## config.mk

```make
export PLATFORM = sky130hd
export DESIGN_NAME = sram_read_seq_flat
export DESIGN_NICKNAME = d
export VERILOG_FILES = /design/src/rtl/sram_read_seq_if.sv /design/src/rtl/sram_read_seq.sv /design/src/flat_wrapper.sv
export SDC_FILE = /design/constraint.sdc
export NUM_CORES = 1
export LEC_CHECK = 0
export CORE_MARGIN = 4
export CORE_UTILIZATION = 34
export CTS_CLUSTER_DIAMETER = 40
export DETAILED_ROUTE_END_ITERATION = 8
export PLACE_DENSITY_LB_ADDON = 0.15
export SYNTH_ARGS = -nofsm -noshare
export SYNTH_HDL_FRONTEND = slang
export SYNTH_SLANG_ARGS = --single-unit
```

## constraint.sdc

```tcl
create_clock -name clk -period 2.3 [get_ports clk]
set_clock_uncertainty 0.05 [all_clocks]
set_input_delay 0.46 -clock clk [delete_from_list [all_inputs] [get_ports clk]]
set_output_delay 0.46 -clock clk [all_outputs]
set_load 0.01 [all_outputs]
```

## src/rtl/sram_read_seq_if.sv

```systemverilog
// Read-port bundle for the SRAM read sequencer: client handshake plus the
// array-side precharge, wordline, sense and bitline signals.
interface sram_read_seq_if #(
   parameter int ADDR_W = 4,
   parameter int DATA_W = 8
);
   logic                   rd_req;
   logic [ADDR_W-1:0]      rd_addr;
   logic                   rd_busy;
   logic                   pre_n;
   logic [2**ADDR_W-1:0]   wl;
   logic                   sae;
   logic [DATA_W-1:0]      bl;
   logic [DATA_W-1:0]      blb;
   logic [DATA_W-1:0]      rd_data;
   logic                   rd_err;
   logic                   rd_valid;
   logic                   rd_rdy;

   // Handshake: a word transfers on the rising edge where rd_valid and rd_rdy
   // are both high; once raised, rd_valid, rd_data and rd_err stay stable until
   // that edge, and rd_rdy has no effect while rd_valid is low.
   modport slave (
      input  rd_req, rd_addr, bl, blb, rd_rdy,
      output rd_busy, pre_n, wl, sae, rd_data, rd_err, rd_valid
   );

   modport master (
      output rd_req, rd_addr, bl, blb, rd_rdy,
      input  rd_busy, pre_n, wl, sae, rd_data, rd_err, rd_valid
   );
endinterface

```

## src/rtl/sram_read_seq.sv

```systemverilog
// Read-port sequencer for the 4T SRAM array: precharge, wordline, sense,
// then returns the captured word over a valid/ready handshake.
module sram_read_seq #(
   parameter int ADDR_W    = 4,
   parameter int DATA_W    = 8,
   parameter int PRECH_CYC = 2,
   parameter int WL_CYC    = 1
) (
   input  logic              clk,
   input  logic              rst_n,
   sram_read_seq_if.slave    bus,
   output logic [2:0]        dbg_state
);

   localparam int ROWS    = 2**ADDR_W;
   localparam int CNT_MAX = (PRECH_CYC > WL_CYC) ? PRECH_CYC : WL_CYC;
   localparam int CNT_W   = (CNT_MAX > 1) ? $clog2(CNT_MAX) : 1;

   typedef enum logic [2:0] {
      IDLE  = 3'd0,
      PRECH = 3'd1,
      WLON  = 3'd2,
      SENSE = 3'd3,
      DONE  = 3'd4
   } state_t;

   state_t              state_q, state_d;
   logic [CNT_W-1:0]    cnt_q, cnt_d;
   logic [ADDR_W-1:0]   addr_q, addr_d;
   logic                pre_n_q, pre_n_d;
   logic [ROWS-1:0]     wl_q, wl_d;
   logic                sae_q, sae_d;
   logic [DATA_W-1:0]   data_q, data_d;
   logic                err_q, err_d;
   logic                valid_q, valid_d;
   logic                busy_q, busy_d;

   always_comb begin
      state_d = state_q;
      cnt_d   = cnt_q;
      addr_d  = addr_q;
      data_d  = data_q;
      err_d   = err_q;
      valid_d = valid_q;

      case (state_q)
         IDLE: begin
            if (bus.rd_req) begin
               addr_d  = bus.rd_addr;
               cnt_d   = CNT_W'(PRECH_CYC - 1);
               state_d = PRECH;
            end
         end
         PRECH: begin
            if (cnt_q == '0) begin
               cnt_d   = CNT_W'(WL_CYC - 1);
               state_d = WLON;
            end else begin
               cnt_d = cnt_q - 1'b1;
            end
         end
         WLON: begin
            if (cnt_q == '0) state_d = SENSE;
            else             cnt_d   = cnt_q - 1'b1;
         end
         SENSE: begin
            // A pair reading equal on both rails never split: flag it.
            data_d  = bus.bl;
            err_d   = |(bus.bl ~^ bus.blb);
            valid_d = 1'b1;
            state_d = DONE;
         end
         DONE: begin
            if (valid_q && bus.rd_rdy) begin
               valid_d = 1'b0;
               state_d = IDLE;
            end
         end
         default: state_d = IDLE;
      endcase

      // Array controls are decoded from the next state so they leave flops.
      pre_n_d = (state_d != PRECH);
      wl_d    = ((state_d == WLON) || (state_d == SENSE)) ? (ROWS'(1) << addr_d) : '0;
      sae_d   = (state_d == SENSE);
      busy_d  = (state_d != IDLE);
   end

   always_ff @(posedge clk or negedge rst_n) begin
      if (!rst_n) begin
         state_q <= IDLE;
         cnt_q   <= '0;
         addr_q  <= '0;
         pre_n_q <= 1'b1;
         wl_q    <= '0;
         sae_q   <= 1'b0;
         data_q  <= '0;
         err_q   <= 1'b0;
         valid_q <= 1'b0;
         busy_q  <= 1'b0;
      end else begin
         state_q <= state_d;
         cnt_q   <= cnt_d;
         addr_q  <= addr_d;
         pre_n_q <= pre_n_d;
         wl_q    <= wl_d;
         sae_q   <= sae_d;
         data_q  <= data_d;
         err_q   <= err_d;
         valid_q <= valid_d;
         busy_q  <= busy_d;
      end
   end

   assign bus.pre_n    = pre_n_q;
   assign bus.wl       = wl_q;
   assign bus.sae      = sae_q;
   assign bus.rd_data  = data_q;
   assign bus.rd_err   = err_q;
   assign bus.rd_valid = valid_q;
   assign bus.rd_busy  = busy_q;
   assign dbg_state    = state_q;

endmodule
```

## src/flat_wrapper.sv

```systemverilog
// flat-port wrapper written by rule: the top's interface ports become plain ports
module sram_read_seq_flat 
#(
   parameter int ADDR_W    = 4,
   parameter int DATA_W    = 8,
   parameter int PRECH_CYC = 2,
   parameter int WL_CYC    = 1
)
  (clk, rst_n, dbg_state, bus_rd_req, bus_rd_addr, bus_bl, bus_blb, bus_rd_rdy, bus_rd_busy, bus_pre_n, bus_wl, bus_sae, bus_rd_data, bus_rd_err, bus_rd_valid);
  sram_read_seq_if #(.ADDR_W(ADDR_W), .DATA_W(DATA_W)) bus_i ();
  input  logic clk;
  input  logic rst_n;
  output logic [2:0] dbg_state;
  input wire logic [$bits(bus_i.rd_req)-1:0] bus_rd_req;
  input wire logic [$bits(bus_i.rd_addr)-1:0] bus_rd_addr;
  input wire logic [$bits(bus_i.bl)-1:0] bus_bl;
  input wire logic [$bits(bus_i.blb)-1:0] bus_blb;
  input wire logic [$bits(bus_i.rd_rdy)-1:0] bus_rd_rdy;
  output wire logic [$bits(bus_i.rd_busy)-1:0] bus_rd_busy;
  output wire logic [$bits(bus_i.pre_n)-1:0] bus_pre_n;
  output wire logic [$bits(bus_i.wl)-1:0] bus_wl;
  output wire logic [$bits(bus_i.sae)-1:0] bus_sae;
  output wire logic [$bits(bus_i.rd_data)-1:0] bus_rd_data;
  output wire logic [$bits(bus_i.rd_err)-1:0] bus_rd_err;
  output wire logic [$bits(bus_i.rd_valid)-1:0] bus_rd_valid;
  assign bus_i.rd_req = bus_rd_req;
  assign bus_i.rd_addr = bus_rd_addr;
  assign bus_i.bl = bus_bl;
  assign bus_i.blb = bus_blb;
  assign bus_i.rd_rdy = bus_rd_rdy;
  assign bus_rd_busy = bus_i.rd_busy;
  assign bus_pre_n = bus_i.pre_n;
  assign bus_wl = bus_i.wl;
  assign bus_sae = bus_i.sae;
  assign bus_rd_data = bus_i.rd_data;
  assign bus_rd_err = bus_i.rd_err;
  assign bus_rd_valid = bus_i.rd_valid;
  sram_read_seq #(.ADDR_W(ADDR_W), .DATA_W(DATA_W), .PRECH_CYC(PRECH_CYC), .WL_CYC(WL_CYC)) u_core (.clk(clk), .rst_n(rst_n), .bus(bus_i), .dbg_state(dbg_state));
endmodule
```

# Word-level counts from Yosys, hierarchy flattened
# Index checks and enable logic that the tools add are counted.
totals:
  rom_bits: 0
  regBits: 37
  ram_bits: 0
  latchBits: 0
  out_inout_bits: 32
  word_cells: 45
  memories: 0
op_classes:
  n_bitwise: 1
  magnitude_cmp: 0
  n_eq_ne: 9
  multipliers: 0
  div: 0
  n_reduce_logical: 10
  mux: 13
  n_addsub: 1
  shifts: 1
ops:
  columns: ["operator", "n"]
  rows:
  - ["$mux 16", 1]
  - ["$shl 1x4->16 const A", 1]
  - ["$pmux 3 s5", 1]
  - ["$eq 3x2->1 const B", 4]
  - ["$mux 3", 4]
  - ["$mux 4", 2]
  - ["$reduce_or 8->1", 1]
  - ["$xnor 8x8->8", 1]
  - ["$pmux 1 s2", 2]
  - ["$reduce_and 2->1", 2]
  - ["$reduce_bool 2->1", 2]
  - ["$eq 3x1->1 const B", 1]
  - ["$eq 3x3->1 const B", 1]
  - ["$logic_not 3->1", 1]
  - ["$mux 1", 3]
  - ["$ne 3x1->1 const B", 1]
  - ["$reduce_bool 3->1", 1]
  - ["$ne 2x1->1 const B", 1]
  - ["$ne 2x2->1 const B", 1]
  - ["$reduce_or 2->1", 1]
  - ["$logic_and 1x1->1", 1]
  - ["$logic_or 1x1->1", 1]
  - ["$sub 1x1->1 const B", 1]

# Logic depth before layout (Yosys ltp)
logic_depth:
  ltp_word: 6
  mapped_depth: 6
  ltp_nobuf: 4

# Worst setup path before layout
# No wires, ideal clock.
synth_timing:
  path_type: "register to register"
  startpoint: "reg u_core.state_q[2], in the netlist u_core.dbg_state[2]"
  endpoint: "reg u_core.wl_q[0], in the netlist u_core.bus.wl[0]"
  synth_period_minus_slack_ns: 1.763
  path_slack_ns: 0.537
  stages_incl_launch_ff: 7
  setup_time_ns: 0.101
  required_ns: 2.149
  arrival_time_ns: 1.612
  path_buffers: 2
  cell_sequence: "dfrtp_1 buf_6 nor4b_4 buf_6 mux2i_4 inv_2 nor4_1"
synth_via:
  elab_cells_between_ends: 16
  classes_between: "6 x eq/ne; 1 x shift; 7 x mux; 2 x reduce/logical"
synth_lines:
  columns: ["item", "line", "source"]
  rows:
  - ["start: declaration", "sram_read_seq.sv:27", "state_t state_q, state_d;"]
  - ["start signal: assignment", "sram_read_seq.sv:102", "state_q <= state_d;"]
  - ["$logic_not 3->1", "sram_read_seq.sv:46", "case (state_q)"]
  - ["$mux 4", "sram_read_seq.sv:46", null]
  - ["net u_core.addr_d[2]", "sram_read_seq.sv:29", "logic [ADDR_W-1:0] addr_q, addr_d;"]
  - ["$shl 1x4->16", "sram_read_seq.sv:84", "wl_d = ((state_d == WLON) || (state_d == SENSE)) ? (ROWS'(1) << addr_d) : '0;"]
  - ["$mux 16", "sram_read_seq.sv:84", null]
  - ["net u_core.wl_d[0]", "sram_read_seq.sv:31", "logic [ROWS-1:0] wl_q, wl_d;"]
  - ["end signal: assignment", "sram_read_seq.sv:106", "wl_q <= wl_d;"]
  - ["end: declaration", "sram_read_seq.sv:31", null]
# The timed path passes the listed nets, and every way through them passes these cells.
# A chain may end at the register's enable or synchronous reset.

# Final worst setup path
layout_timing:
  startpoint: "in bus_rd_req"
  endpoint: "reg u_core.wl_q[0], in the netlist u_core.bus.wl[0]"
layout_via:
  elab_cells_between_ends: 9
  classes_between: "2 x eq/ne; 1 x shift; 5 x mux; 1 x reduce/logical"
layout_lines:
  columns: ["item", "line", "source"]
  rows:
  - ["start: declaration", "flat_wrapper.sv:14", "input wire logic [$bits(bus_i.rd_req)-1:0] bus_rd_req;"]
  - ["$mux 4", "sram_read_seq.sv:48", "if (bus.rd_req) begin"]
  - ["$mux 4", "sram_read_seq.sv:46", null]
  - ["net u_core.addr_d[2]", "sram_read_seq.sv:29", null]
  - ["$shl 1x4->16", "sram_read_seq.sv:84", null]
  - ["$mux 16", "sram_read_seq.sv:84", null]
  - ["net u_core.wl_d[0]", "sram_read_seq.sv:31", null]
# The timed path passes the listed nets, and every way through them passes these cells.

==> flow_summary.rst <==
.. list-table::
   :header-rows: 1

   * - Metric
     - Value
   * - Leakage dissipation
     - 0.957 nW
   * - Metal-1 WL
     - 1550 µm
   * - Proportion of register bits with asynchronous set or reset after synthesis
     - 1.00
   * - Cells traversed along the worst timing path
     - clkdlybuf4s50_1 > nor4b_4 > buf_4 > mux2i_4 > inv_2 > nor4_1
   * - Post-Route Hold Slack
     - 0.215 ns
   * - Layout Cells excl Fill
     - between 200 and 250
   * - Share of layout cells above drive strength 1
     - 0.173
   * - I/O pin total
     - 56
   * - Final number of hold-violating endpoints
     - 0
   * - Final core occ
     - 0.518
   * - Buffer and inverter count on the worst path
     - 3
   * - Starting DRC count in detailed routing
     - 29
   * - Growth of design area from synthesis to finish
     - 45.2%
   * - Arr. time, crit path
     - ~2.1 ns
   * - Placed standard-cell area
     - 0.00220 mm²
   * - Pre-Repair DR Iteration Count
     - 4
   * - Kind of start point of the critical path
     - primary input
   * - Cell Count Post-Placement
     - 230
   * - Largest cells by area after synthesis
     - sky130_fd_sc_hd__dfrtp_1 57%, sky130_fd_sc_hd__mux2_2 7.8%, sky130_fd_sc_hd__nor4_1 6.3%
   * - Cell type with the highest aggregate area in the netlist
     - sky130_fd_sc_hd__dfrtp_1
   * - Worst Hold Class
     - in -> async
   * - Num Clock Sinks
     - 37
   * - Post-synth top flop
     - sky130_fd_sc_hd__dfrtp_1
   * - Length in cells of the worst reg-to-reg path
     - 5
   * - Detail Route met2 WL
     - 1830 µm
   * - Clock network latency to the later pin of the worst-skew pair
     - 0.28 ns
   * - Pre-CTS setup slack
     - 0.0262 ns
   * - Commonest non-fill, non-tap cells in the layout
     - 54 x sky130_fd_sc_hd__clkdlybuf4s50_1, 36 x sky130_fd_sc_hd__dfrtp_1, 16 x sky130_fd_sc_hd__nor4_1, 11 x sky130_fd_sc_hd__mux2_2, 8 x sky130_fd_sc_hd__xor2_1
   * - Hold-fix buffers at CTS
     - 0
   * - Synthesized netlist cell count
     - around 120
   * - Height of the chip
     - roughly 76 µm
   * - Wirelength per Cell
     - 15.3 µm
   * - Pin count of the biggest net entering global routing
     - 38
   * - Number of buffer cells added on primary ports
     - 55
   * - Overall routed net length
     - between 3000 and 4000 µm
   * - Maximum capacitance violations
     - 0
   * - Total negative slack
     - 0 ns
   * - Initial Util
     - 0.357
   * - CTS clock-pin slew for the worst setup and hold paths
     - 0.07 ns
   * - Root Driver
     - sky130_fd_sc_hd__clkbuf_8
   * - Routability Congestion
     - 0.796
   * - Number of enable flip-flop cells after synthesis
     - 0
   * - Register area share after synthesis
     - 0.585
   * - Min setup slack post-route
     - 0.291 ns
   * - Number of fill cells in the layout
     - 402
   * - Levels on crit path
     - 6
   * - Largest vdd supply drop
     - 0.000618 V
   * - Final net count
     - 209
   * - Net Count, Synth
     - 147
   * - Run status
     - completed
   * - Maximum achievable frequency
     - 0.498 GHz
   * - Unrepaired setup endpoints after global routing
     - false
   * - CTS HTree Levels
     - 2
   * - TritonCTS clock tree
     - built
   * - Total power density per cell area
     - about 1200 mW/mm²
   * - Clk buf depth
     - 2
   * - Vias per cell
     - 4.88
   * - Largest incremental delay on the critical path
     - 0.54 ns
   * - Post-detailed-route DRC marker count
     - 0
   * - Via count
     - 1,156
   * - Syn avg cell area
     - ~13 µm²
   * - Overall die area
     - approximately 0.0058 mm²
   * - Total design power
     - 2.86 mW
   * - Number of global-route vias before repair
     - 1,170
   * - Yosys warns
     - 0
   * - Required time at the endpoint of the critical path
     - 2.42 ns
   * - Largest fanout of any net on the critical path
     - 9
   * - Remaining Overflow, GRT
     - 0
   * - Cell area after layout
     - between 0.002 and 0.0025 mm²
   * - Crit path kind
     - in -> reg
   * - Worst setup EP type
     - register
   * - Period Utilization, post-route
     - 0.873
   * - Uppermost layer routed
     - met4
   * - Number of antenna-violating nets in the routed design
     - 0
   * - Number of different library cells in the post-synthesis netlist
     - 28
   * - PostCTS Resize Cnt
     - 0
   * - Total of flip-flops plus latches after synthesis
     - 37
   * - Actual transition at the worst max-transition pin
     - 0.811 ns
   * - Final setup violation count
     - 0
   * - Initial antenna violation count
     - 0
   * - Setup Fix Bufs, Post-CTS
     - 0
   * - Area of the core
     - 0.00444 mm²
   * - Post-synth top area share
     - 0.568
   * - Wire length of the first global-routing pass
     - roughly 6000 µm
   * - Shortest period the worst path allows
     - around 2 ns
   * - Antenna cells
     - 0
   * - Top delay family on crit path
     - buffers and inverters
   * - Inserted Clock Buffers
     - 5
   * - Worst-path cell with the longest stage delay
     - sky130_fd_sc_hd__clkdlybuf4s50_1
   * - Die span in x
     - 76.3 µm
   * - Count of pins over their slew limit
     - 0
   * - Total GRT Usage
     - 0.133
   * - Netlist Area Pre-Place
     - 0.00159 mm²
   * - Site row count
     - 24
   * - Max-slew headroom
     - 0.459
   * - DR WL met3
     - between 150 and 200 µm
   * - Most frequent standard cell in the layout excluding fill and tap cells
     - sky130_fd_sc_hd__clkdlybuf4s50_1
   * - Detailed placer's ending HPWL
     - 2650 µm
where the power goes:
group / total (mW) / switching (mW) / internal [mW]
clock network: 0.536 / 0.221 / 0.315
logic: 1.31 / 0.630 / 0.679
registers: 1.02 / 0.147 / 0.868
total: 2.86 / 0.998 / 1.86
sequential cells by signal, summed over array words and instances, names as in the netlist:
| signal | cells |
|---|---|
| u_core.bus.rd_data | 8 |
| u_core.bus.rd_busy | 1 |
| u_core.bus.wl | 16 |
| u_core.addr_q | 4 |
| u_core.bus.sae | 1 |
| u_core.bus.rd_valid | 1 |
| u_core.bus.pre_n | 1 |
| u_core.dbg_state | 3 |
| u_core.cnt_q | 1 |
| u_core.bus.rd_err | 1 |
worst paths after layout:
path                                                   start                                end  slack (ns)
setup / recovery                                  bus_rd_req         u_core.bus.wl[0]$_DFF_PN0_        0.29
setup reg to reg               u_core.dbg_state[2]$_DFF_PN0_         u_core.bus.wl[0]$_DFF_PN0_        0.47
max in group asynchronous                              rst_n  u_core.bus.rd_data[5]$_DFFE_PN0N_        1.48
hold / removal                                         rst_n         u_core.bus.wl[7]$_DFF_PN0_        0.22
min in group clk           u_core.bus.rd_data[2]$_DFFE_PN0N_  u_core.bus.rd_data[2]$_DFFE_PN0N_        0.46
hold reg to reg            u_core.bus.rd_data[2]$_DFFE_PN0N_  u_core.bus.rd_data[2]$_DFFE_PN0N_        0.46
per-layer routing:
layer,track usage,up-vias
met2,0.215,29
met3,0.0544,4
li1,-,564
met1,0.158,559
met4,0.0489,0
met5,0,-
synth_stat cells, types with 3 or more instances:
cell type,number
sky130_fd_sc_hd__a21oi_1,4
sky130_fd_sc_hd__xor2_1,8
sky130_fd_sc_hd__buf_2,4
sky130_fd_sc_hd__nand2_1,6
sky130_fd_sc_hd__dfrtp_1,36
sky130_fd_sc_hd__mux2i_1,4
sky130_fd_sc_hd__mux2_2,11
sky130_fd_sc_hd__nor2_1,3
sky130_fd_sc_hd__inv_1,3
sky130_fd_sc_hd__nor4_1,16
sky130_fd_sc_hd__nor2b_1,5
cells by family (layout without fill, tap and decap cells):
family | Yosys count | in the layout | share of synthesized area
flops | 37 | 37 | 0.585
mux | 17 | 17 | 0.132
buf+inv | 11 | 73 | 0.0387
xor+xnor | 8 | 8 | 0.0442
compound gates | 10 | 10 | 0.0395
simple gates | 40 | 40 | 0.161
final cells by class:
class | count | area [µm²] | share of cell area
clock buffers | 5 | 68.8 | 0.0299
clock inverters | 2 | 35.0 | 0.0152
inverters | 5 | 18.8 | 0.00815
multi-input cells | 75 | 597 | 0.259
flip-flops and latches | 37 | 927 | 0.403
well taps | 52 | 65.1 | 0.0283
repair buffers | 61 | 591 | 0.257
Note: power is estimated with default switching activity, not from simulation.
